`src/rtl/pixel_stream_source.sv`:
```
// pixel_stream_source
// Raster pixel transmitter feeding the 12-bit RGB444 input of the filter chain.
// Emits IMG_W x IMG_H frames in row-major order over valid/ready with sop/eop.
// Ports:
//   clk, reset          rising-edge clock, synchronous active-high reset
//   start               one-cycle frame request, honoured only in IDLE
//   continuous          repeat frames while high, sampled at each frame end
//   pattern             00 gradient, 01 solid white, 10 checkerboard, 11 column ramp
//   out_ready           downstream accept
//   out_valid/out_data  registered beat and pixel {R,G,B}
//   out_sop/out_eop     first / last pixel of the frame
//   busy                high in STREAM and BLANK
//   frame_done          one-cycle pulse after the eop beat is accepted
//   frame_count         completed frames, wrapping
module pixel_stream_source #(
   parameter int unsigned IMG_W        = 15,
   parameter int unsigned IMG_H        = 15,
   parameter int unsigned BLANK_CYCLES = 4
) (
   input  logic        clk,
   input  logic        reset,
   input  logic        start,
   input  logic        continuous,
   input  logic [1:0]  pattern,
   input  logic        out_ready,
   output logic        out_valid,
   output logic [11:0] out_data,
   output logic        out_sop,
   output logic        out_eop,
   output logic        busy,
   output logic        frame_done,
   output logic [15:0] frame_count
);

   localparam int unsigned CW = (IMG_W > 1) ? $clog2(IMG_W) : 1;
   localparam int unsigned RW = (IMG_H > 1) ? $clog2(IMG_H) : 1;
   localparam int unsigned IW = $clog2(IMG_W * IMG_H);
   localparam int unsigned BW = $clog2(BLANK_CYCLES + 1);

   typedef enum logic [1:0] {
      IDLE   = 2'b00,
      STREAM = 2'b01,
      BLANK  = 2'b10
   } state_t;

   state_t        state, state_nxt;
   logic [CW-1:0] col, col_nxt;
   logic [RW-1:0] row, row_nxt;
   logic [IW-1:0] idx, idx_nxt;
   logic [BW-1:0] blank_cnt, blank_nxt;
   logic [1:0]    pat, pat_nxt;
   logic          accept, last_col, last_pix, frame_end;
   logic          stream_nxt, sop_nxt, eop_nxt;
   logic [11:0]   pix_nxt;

   // Next state, next position and the pixel for the next presented beat
   always_comb begin
      state_nxt = state;
      col_nxt   = col;
      row_nxt   = row;
      idx_nxt   = idx;
      blank_nxt = blank_cnt;
      pat_nxt   = pat;
      accept    = (state == STREAM) && out_ready;
      last_col  = (col == CW'(IMG_W - 1));
      last_pix  = last_col && (row == RW'(IMG_H - 1));
      frame_end = accept && last_pix;

      case (state)
         IDLE: begin
            if (start) begin
               state_nxt = STREAM;
               pat_nxt   = pattern;
               col_nxt   = '0;
               row_nxt   = '0;
               idx_nxt   = '0;
            end
         end
         STREAM: begin
            if (accept) begin
               if (last_pix) begin
                  state_nxt = continuous ? BLANK : IDLE;
                  col_nxt   = '0;
                  row_nxt   = '0;
                  idx_nxt   = '0;
                  blank_nxt = '0;
               end else if (last_col) begin
                  col_nxt = '0;
                  row_nxt = row + RW'(1);
                  idx_nxt = idx + IW'(1);
               end else begin
                  col_nxt = col + CW'(1);
                  idx_nxt = idx + IW'(1);
               end
            end
         end
         BLANK: begin
            if (blank_cnt == BW'(BLANK_CYCLES - 1)) begin
               blank_nxt = '0;
               if (continuous) begin
                  state_nxt = STREAM;
                  pat_nxt   = pattern;
               end else begin
                  state_nxt = IDLE;
               end
            end else begin
               blank_nxt = blank_cnt + BW'(1);
            end
         end
         default: state_nxt = IDLE;
      endcase

      stream_nxt = (state_nxt == STREAM);
      sop_nxt    = stream_nxt && (col_nxt == '0) && (row_nxt == '0);
      eop_nxt    = stream_nxt && (col_nxt == CW'(IMG_W - 1)) && (row_nxt == RW'(IMG_H - 1));

      case (pat_nxt)
         2'b00:   pix_nxt = 12'(idx_nxt);
         2'b01:   pix_nxt = 12'hFFF;
         2'b10:   pix_nxt = (row_nxt[0] ^ col_nxt[0]) ? 12'hFFF : 12'h000;
         default: pix_nxt = {3{4'(col_nxt)}};
      endcase
   end

   // State, counters and registered outputs
   always_ff @(posedge clk) begin
      if (reset) begin
         state       <= IDLE;
         col         <= '0;
         row         <= '0;
         idx         <= '0;
         blank_cnt   <= '0;
         pat         <= 2'b00;
         out_valid   <= 1'b0;
         out_data    <= 12'h000;
         out_sop     <= 1'b0;
         out_eop     <= 1'b0;
         busy        <= 1'b0;
         frame_done  <= 1'b0;
         frame_count <= 16'h0000;
      end else begin
         state       <= state_nxt;
         col         <= col_nxt;
         row         <= row_nxt;
         idx         <= idx_nxt;
         blank_cnt   <= blank_nxt;
         pat         <= pat_nxt;
         out_valid   <= stream_nxt;
         out_data    <= stream_nxt ? pix_nxt : 12'h000;
         out_sop     <= sop_nxt;
         out_eop     <= eop_nxt;
         busy        <= (state_nxt != IDLE);
         frame_done  <= frame_end;
         frame_count <= frame_count + 16'(frame_end);
      end
   end

endmodule

```
`config.mk`:
```
export PLATFORM = sky130hd
export DESIGN_NAME = pixel_stream_source
export DESIGN_NICKNAME = d
export VERILOG_FILES = /design/src/rtl/pixel_stream_source.sv
export SDC_FILE = /design/constraint.sdc
export NUM_CORES = 1
export LEC_CHECK = 0
export ABC_AREA = 1
export CORE_MARGIN = 2
export CORE_UTILIZATION = 53
export CTS_CLUSTER_DIAMETER = 120
export DETAILED_ROUTE_END_ITERATION = 10
export HOLD_SLACK_MARGIN = 0.1
export PLACE_DENSITY = 0.79
export SLEW_MARGIN = 20
export SYNTH_ARGS = -nofsm -noshare
export SYNTH_HDL_FRONTEND = slang
export SYNTH_SLANG_ARGS = --single-unit
```
`constraint.sdc`:
```
create_clock -name clk -period 2.6 [get_ports clk]
set_input_delay 0.26 -clock clk [delete_from_list [all_inputs] [get_ports clk]]
set_output_delay 0.26 -clock clk [all_outputs]
set_load 0.02 [all_outputs]
```
# Word level (Yosys, flattened, before mapping)
# Index checks and enable logic that the tools add are counted.
[totals]
rom_bits = 0
ramBits = 0
elab_cells = 78
latchBits = 0
memories = 0
ff_bits = 56
[op_classes]
order_cmp = 0
shifts = 0
add_sub_neg = 5
n_mux = 31
eq_ne = 12
n_reduce_logical = 15
bitwise = 2
mul = 0
div = 0
[op_table]
columns = ["operator", "count"]
rows = [
  ["$pmux 12 s3", 1],
  ["$mux 4", 8],
  ["$mux 8", 3],
  ["$add 16x1->16", 1],
  ["$eq 4x4->1 const B", 4],
  ["$mux 2", 8],
  ["$pmux 4 s2", 2],
  ["$pmux 8 s2", 1],
  ["$mux 12", 1],
  ["$mux 3", 3],
  ["$add 4x1->4 const B", 2],
  ["$add 8x1->8 const B", 1],
  ["$logic_not 4->1", 2],
  ["$logic_and 1x1->1", 7],
  ["$eq 2x1->1 const B", 3],
  ["$pmux 2 s3", 1],
  ["$pmux 3 s2", 1],
  ["$eq 2x2->1 const B", 2],
  ["$logic_not 2->1", 2],
  ["$ne 2x2->1 const B", 2],
  ["$pmux 2 s2", 1],
  ["$reduce_bool 2->1", 2],
  ["$add 3x1->3 const B", 1],
  ["$eq 3x2->1 const B", 1],
  ["other kinds (5)", 5],
]

# Longest topological paths before layout
# Gate-level depths: netlist (run 1).
[logic_depth]
ltp_word = 8
mapped_depth = 16
depth_no_buf = 16

# Least setup slack after synthesis (run 1)
# OpenSTA, ideal clock, no wires.
[synth_path]
kind = "reg-to-reg"
start = "reg col[0]"
end = "reg frame_count[14]"
slack_ns = 0.373
path_stages_with_launch = 16
n_path_buf = 0
t_required_ns = 2.520
period_less_slack_ns = 2.227
arrival_time_ns = 2.147
path_cell_list = "dfxtp_1 inv_1 ha_1 nand2_1 nor2_1 nand2_1 nor2_1 ha_1 ha_1 nand3_1 nor2_1 nand4_1 nor2_1 nand3_1 nand2_1 nor3b_1"
[synth_between]
elab_chain_len = 4
[synth_rtl]
columns = ["element", "line", "text"]
rows = [
  ["from (decl)", "47", "logic [CW-1:0] col, col_nxt;"],
  ["from (signal assigned)", "143", "col <= col_nxt;"],
  ["$eq 4x4->1", "65", "last_col = (col == CW'(IMG_W - 1));"],
  ["$logic_and 1x1->1", "66", "last_pix = last_col && (row == RW'(IMG_H - 1));"],
  ["$logic_and 1x1->1", "67", "frame_end = accept && last_pix;"],
  ["via frame_end", "52", "logic accept, last_col, last_pix, frame_end;"],
  ["$add 16x1->16", "154", "frame_count <= frame_count + 16'(frame_end);"],
  ["to (signal assigned)", "154", ""],
  ["to (decl)", "32", "output logic [15:0] frame_count"],
]
# The timed path passes the listed nets, and every way through them passes these cells.
# A chain may end at the register's enable or synchronous reset.

# Worst setup path in the final report (run 1)
[layout_path]
start = "reg row[1]"
end = "reg frame_count[14]"
[layout_between]
elab_chain_len = 4
[layout_rtl]
columns = ["element", "line", "text"]
rows = [
  ["from (decl)", "48", "logic [RW-1:0] row, row_nxt;"],
  ["from (signal assigned)", "144", "row <= row_nxt;"],
  ["$eq 4x4->1", "66", ""],
  ["$logic_and 1x1->1", "66", ""],
  ["$logic_and 1x1->1", "67", ""],
  ["via frame_end", "52", ""],
  ["$add 16x1->16", "154", ""],
]
# The timed path passes the listed nets, and every way through them passes these cells.

==> results of run 1 <==
-- how the worst max path moves through the flow --
stage                                 end  cells after the start
6_report       frame_count[14]$_SDFF_PP0_                     14
2_1_floorplan  frame_count[14]$_SDFF_PP0_                     15
5_1_grt        frame_count[14]$_SDFF_PP0_                     14
3_5_place_dp   frame_count[14]$_SDFF_PP0_                     14
3_3_place_gp   frame_count[14]$_SDFF_PP0_                     12
4_1_cts        frame_count[14]$_SDFF_PP0_                     14
-- power by group --
part	leakage (nW)	total (mW)	internal (mW)	switching (mW)
logic	0.830	0.149	0.0556	0.0937
clock network	0.0473	0.486	0.213	0.273
registers	0.453	0.882	0.875	0.00676
-- sequential cells by signal, indices dropped and copies added (netlist names) --
| register | count |
|---|---|
| frame_done | 1 |
| frame_count | 16 |
| row | 4 |
| state | 2 |
| blank_cnt | 3 |
| busy | 1 |
| pat | 2 |
| col | 4 |
| out_data | 12 |
| out_eop | 1 |
| out_valid | 1 |
| idx | 8 |
| out_sop | 1 |
-- worst reg2reg max path, cell delays in order (launching register included) --
cell and delay (ps):
dfxtp_1 440, ha_1 180, nand3_1 120, inv_1 90
nand2_2 90, nor2_4 110, ha_1 170, ha_1 180
nand3_1 130, nor2_2 140, nand4_1 160, nor2_2 180
nand3_1 100, nand2_1 60, nor3b_1 160
-- cells in the mapped netlist (2+ instances only) --
master,instances
a21oi_1,11
o22ai_1,3
dfxtp_1,56
ha_1,8
xor2_1,2
o21ai_0,16
nand2_1,77
clkbuf_1,4
nand4_1,2
xnor2_1,3
o21ai_1,3
o21bai_1,2
inv_2,2
nor2_2,2
nand3_1,42
and2_1,2
nand2_2,5
inv_1,51
nor3b_1,3
nor3_1,2
nor2_1,58
-- layout make-up --
class	count	area share (%)
multi-input combinational	252	39.71
sequential	56	35.05
timing repair buffer	44	13.38
inverter	54	6.377
tap	67	2.621
clock buffer	6	2.582
clock inverter	1	0.2739
-- what timing repair did --
action,CTS,global route
buffers inserted,0,1
setup endpoints to repair,0,5
resized for setup,0,7
-- logic make-up after synthesis --
group | count (synthesis) | synth area share, %
buffers and inverters | 59 | 8.841
AO/OA/AOI/OAI | 41 | 9.179
AND/OR/NAND/NOR | 198 | 33.40
flip-flops | 56 | 43.06
adder cells (fa/ha/maj) | 8 | 3.844
XOR/XNOR | 5 | 1.682
-- per-layer routing --
| layer | vias to the layer above | GRT usage [%] |
|---|---|---|
| met2 | 83 | 33.73 |
| li1 | 1252 | - |
| met5 | - | 0 |
| met1 | 1074 | 27.95 |
| met3 | 7 | 4.743 |
| met4 | 0 | 8.485 |
-- metrics by stage --
stage / utilization, % / instance area, µm² / hold slack (ps)
after global routing: 67.71 / 3198 / 513.2
after floorplan: - / 2604 / 432.1
after global placement: 65.25 / 3082 / 456.1
after CTS: 67.18 / 3173 / 484.1
final: 67.71 / 3198 / 479.3
after detailed placement: 65.25 / 3082 / 474.7
==> flow_metrics.py, run 1 <==
metrics = {
    "run_status": {
        "status": "finished, final reports clean",
    },
    "routing": {
        "dr_wl_met2_um": 2435,
        "wl_met1_um": 2541,
        "top_layer_used": "met4",
        "routed-wl-met3_um": 408,
        "via_per_inst": 5.033,
        "routed_wl_um": 5453,
        "dr.pass1.iters": 5,
        "avgRoutedWirePerCell_um": 11.36,
        "antenna_left": 0,
        "drt-initial-drc-count": 186,
        "via_count": 2416,
        "drt_drc_violations_left": 0,
    },
    "sta": {
        "period_share_pct": 91.34,
        "worst_slack_ps": 225.2,
        "finalHoldViolCount": 0,
        "post-route-min-period_ps": 2375,
        "tightest_slew_ps": 414.7,
        "slew_violations": 0,
        "setup_viol": 0,
        "skew_ps": 8.129,
        "fin_tns_setup_ps": 0,
        "slew_headroom_pct": 72.32,
        "clock.fmax_mhz": 421.1,
    },
    "clock_tree": {
        "ctsHoldBuffers": 0,
        "cts_buffer_depth": 2,
        "clkLatencyLatePin_ps": 310,
        "root_buffer": "clkbuf_8",
        "clock_sinks": 56,
        "cts_buffers": 5,
        "htreeDepth": 2,
        "cts_tree": "built",
        "cts.clk_slew.worst_paths_ps": 100,
    },
    "die": {
        "die_h_um": 74.09,
        "core_um2": 4723,
        "fp.dieW_um": 74.09,
        "io_pins": 40,
        "die_area_um2": 5489,
        "initial_core_util_pct": 55.13,
        "fp-row-count": 25,
    },
    "placed_design": {
        "post-dp-hpwl_um": 3936,
        "dp.cells": 472,
        "place_ws_ps": 118.4,
        "port_buffers": 39,
        "gp_congestion": 0.9234,
    },
    "synth": {
        "synthCells": 367,
        "synth_area_leaders": "dfxtp_1 (43%), nand2_1 (11%), nor2_1 (8.4%)",
        "async_flop_share_pct": 0,
        "yosysUniqueCellTypes": 34,
        "netlist.top_cell.by_area": "dfxtp_1",
        "synth_ff_type": "dfxtp_1",
        "synth_area_um2": 2604,
        "ys_seq_elements": 56,
        "avgSynthCellArea_um2": 7.095,
        "syn_nets": 382,
        "netlist.area_leader.share_pct": 43.06,
        "synth_edf_count": 0,
        "yosys_warnings": 0,
        "yosysSeqAreaShare_pct": 43.06,
    },
    "finish": {
        "nets": 428,
        "layout.cells.most_common": "nand2_1",
        "diodes": 0,
        "seqCellArea_um2": 1121,
        "instances_no_fill": 480,
        "n_fill_cell": 436,
        "area_delta_synth_final_pct": 22.83,
        "multi_input_area_um2": 1270,
        "drive_gt1_share_pct": 8.232,
        "final_cell_mix": "nand2_1 (76), dfxtp_1 (56), nor2_1 (54)",
    },
    "grt": {
        "grt_pass1_vias": 2157,
        "grt_max_degree": 30,
        "grt_pass1_wl_um": 9114,
        "antenna_found_initial": 0,
        "grt.total_usage_pct": 21.18,
        "grt-ovfl-total": 0,
    },
    "setup_path": {
        "critPathKind": "reg -> reg",
        "crit_required_ps": 2840,
        "slowest_stage": "dfxtp_1",
        "cp-end-kind": "register",
        "path_max_fanout": 5,
        "startpoint": "row[1]$_SDFF_PP0_",
        "path_cells": "ha_1 > nand3_1 > inv_1 > nand2_2 > nor2_4 > ha_1 > ha_1 > nand3_1 > nor2_2 > nand4_1 > nor2_2 > nand3_1 > nand2_1 > nor3b_1",
        "cp_num_buf_inv": 1,
        "rr_startpoint": "row[1]$_SDFF_PP0_",
        "cp.arrival_ps": 2620,
        "r2r_cells": 14,
        "critPathMaxStageDelay_ps": 440,
        "reg2reg_to": "frame_count[14]$_SDFF_PP0_",
        "cp_top_family": "simple AND/OR/NAND/NOR gates",
        "rrSetupSlack_ps": 230,
        "crit_path_start_kind": "register",
    },
    "flow_run": {
        "maxCapViolCount": 0,
    },
    "power": {
        "p_leak_nw": 1.330,
        "p_per_area_nw_per_um2": 474.4,
        "p_total_mw": 1.517,
        "vdd_drop_max_mv": 0.2850,
    },
    "worst_hold_path": {
        "hold_end": "blank_cnt[0]$_SDFFE_PP0P_",
        "min_path_type": "reg -> reg",
        "min_from": "blank_cnt[0]$_SDFFE_PP0P_",
        "hold_depth": 1,
    },
}
(Power assumes the default switching activity.)
==> run 2, diff against run 1 <==
Settings changed: CTS_CLUSTER_DIAMETER 120 to 80.
==> results of run 2 <==
The final DEF is identical to that of run 1; final timing and power are the same.
==> run 3, diff against run 2 <==
Settings changed: CORE_UTILIZATION 53 to 55, CTS_BUF_LIST set to sky130_fd_sc_hd__clkbuf_4, HOLD_SLACK_MARGIN 0.1 to 0.12, PLACE_DENSITY 0.79 to 0.81, REMOVE_ABC_BUFFERS set to 1.
==> flow_metrics.py, run 3 (synthesized netlist as in run 1, its figures left out) <==
metrics = {
    "clock_tree": {
        "clock_sinks": 56,
        "cts_buffer_depth": 2,
        "root_buffer": "clkbuf_4",
        "cts_buffers": 5,
        "cts.clk_slew.worst_paths_ps": 150,
        "cts_tree": "built",
        "clkLatencyLatePin_ps": 380,
        "ctsHoldBuffers": 0,
        "htreeDepth": 2,
    },
    "sta": {
        "worst_slack_ps": 163.8,
        "finalHoldViolCount": 0,
        "clock.fmax_mhz": 410.5,
        "grt_setup_unrepaired": "true",
        "setup_viol": 0,
        "slew_headroom_pct": 70.74,
        "post-route-min-period_ps": 2436,
        "period_share_pct": 93.70,
        "skew_ps": 6.820,
        "timing.hold.ws_ps": 476.0,
        "tightest_slew_ps": 434.9,
        "slew_violations": 0,
    },
    "placed_design": {
        "place_ws_ps": 95.60,
        "port_buffers": 39,
        "placed_cell_area_um2": 3065,
        "gp_congestion": 0.8363,
        "post-dp-hpwl_um": 4067,
    },
    "setup_path": {
        "cp.arrival_ps": 2750,
        "rrSetupSlack_ps": 160,
        "cp-end-kind": "register",
        "startpoint": "row[0]$_SDFF_PP0_",
        "critPathKind": "reg -> reg",
        "crit_path_start_kind": "register",
        "crit_required_ps": 2910,
        "reg2reg_to": "frame_count[14]$_SDFF_PP0_",
        "rr_startpoint": "row[0]$_SDFF_PP0_",
        "path_max_fanout": 4,
        "r2r_cells": 15,
    },
    "finish": {
        "largest_reg_flops": 16,
        "layout.cells.most_common": "nand2_1",
        "area_delta_synth_final_pct": 21.62,
        "postLayoutCellArea_um2": 3167,
        "final_cell_mix": "nand2_1 (77), dfxtp_1 (56), nor2_1 (54)",
        "reg_top3": "frame_count x16, out_data x12, idx x8",
        "nets": 427,
        "largest-register": "frame_count",
        "drive_gt1_share_pct": 7.990,
        "diodes": 0,
    },
    "die": {
        "io_pins": 40,
        "fp-row-count": 25,
        "die_h_um": 72.81,
        "die_area_um2": 5301,
        "initial_core_util_pct": 56.24,
        "core_um2": 4629,
        "fp.dieW_um": 72.81,
    },
    "grt": {
        "grt_max_degree": 30,
        "grt-ovfl-total": 0,
        "grt.total_usage_pct": 21.47,
        "grt_pass1_wl_um": 9073,
        "grt_pass1_vias": 2180,
        "antenna_found_initial": 0,
    },
    "power": {
        "vdd_drop_max_mv": 0.2850,
        "p_leak_nw": 1.335,
        "p_per_area_nw_per_um2": 475.2,
        "p_total_mw": 1.505,
    },
    "routing": {
        "antenna_left": 0,
        "drt_drc_violations_left": 0,
        "drt-initial-drc-count": 121,
        "dr.pass1.iters": 4,
        "routed_wl_um": 5282,
        "avgRoutedWirePerCell_um": 11.31,
        "via_per_inst": 5.195,
        "via_count": 2426,
    },
    "worst_hold_path": {
        "hold_end": "blank_cnt[0]$_SDFFE_PP0P_",
        "hold_depth": 1,
        "min_from": "blank_cnt[0]$_SDFFE_PP0P_",
        "min_path_type": "reg -> reg",
    },
    "flow_run": {
        "maxCapViolCount": 0,
    },
    "run_status": {
        "status": "finished, final reports clean",
    },
}
[run 3: cell count changes in the layout (fill, tap and decap cells not counted), sizes merged]
cell	before	now
bufinv	0	1
buf	5	4
clkinvlp	0	1
clkbuf	6	5
[run 3: area by class of cell]
type	count	area, µm²
Clock buffer	5	37.54
Clock inverter	3	42.54
Fill cell	388	1463
Inverter	54	203.9
Multi-Input combinational cell	252	1274
Sequential cell	56	1121
Tap cell	54	67.56
Timing Repair Buffer	43	420.4
[run 3: layer usage]
| layer | up-vias | wire [µm] | global-route usage (%) |
|---|---|---|---|
| met4 | 0 | 60 | 7.613 |
| li1 | 1255 | - | - |
| met1 | 1115 | 2330 | 26.22 |
| met5 | - | 0 | 0 |
| met2 | 50 | 2671 | 37.58 |
| met3 | 6 | 219 | 4.144 |
[run 3: timing repair]
item | 4_1_cts | 5_1_grt
setup endpoints to repair | 0 | 5
setup buffers | 0 | 0
endpoints found under the hold margin | 0 | 0
resized for setup | 0 | 6
[run 3: power by group]
group	internal [mW]	switching [mW]	total, mW
clock network	0.201	0.271	0.472
logic	0.0569	0.0926	0.149
registers	0.877	0.00703	0.884
[run 3: worst max path at each step]
| stage | to | slack, ps | depth (start not counted) |
|---|---|---|---|
| global route | frame_count[14]$_SDFF_PP0_ | -30 | 15 |
| CTS | frame_count[14]$_SDFF_PP0_ | 50 | 15 |
| finish | frame_count[14]$_SDFF_PP0_ | 160 | 15 |
| global placement | frame_count[14]$_SDFF_PP0_ | 210 | 12 |
| floorplan | frame_count[14]$_SDFF_PP0_ | 370 | 15 |
| detailed placement | frame_count[14]$_SDFF_PP0_ | 100 | 12 |
[run 3: worst max-delay path, stage by stage, from the launching register on]
cell and delay, ps:
dfxtp_1 370, inv_1 90, ha_1 150, nand3_1 120, inv_1 70, nand2_1 100
nor2_2 160, ha_1 190, ha_1 210, nand3_2 110, nor2_2 120, nand4_1 140
nor2_2 180, nand3_1 110, nand2_1 70, nor3b_1 170
[run 3: through the flow]
| step | util (%) | setup TNS (ps) | instances |
|---|---|---|---|
| floorplan | - | 0 | 362 |
| global placement | 66.22 | 0 | 459 |
| detailed placement | 66.22 | 0 | 459 |
| CTS | 67.95 | 0 | 467 |
| global route | 68.41 | -31.97 | 467 |
| finish | 68.41 | 0 | 467 |
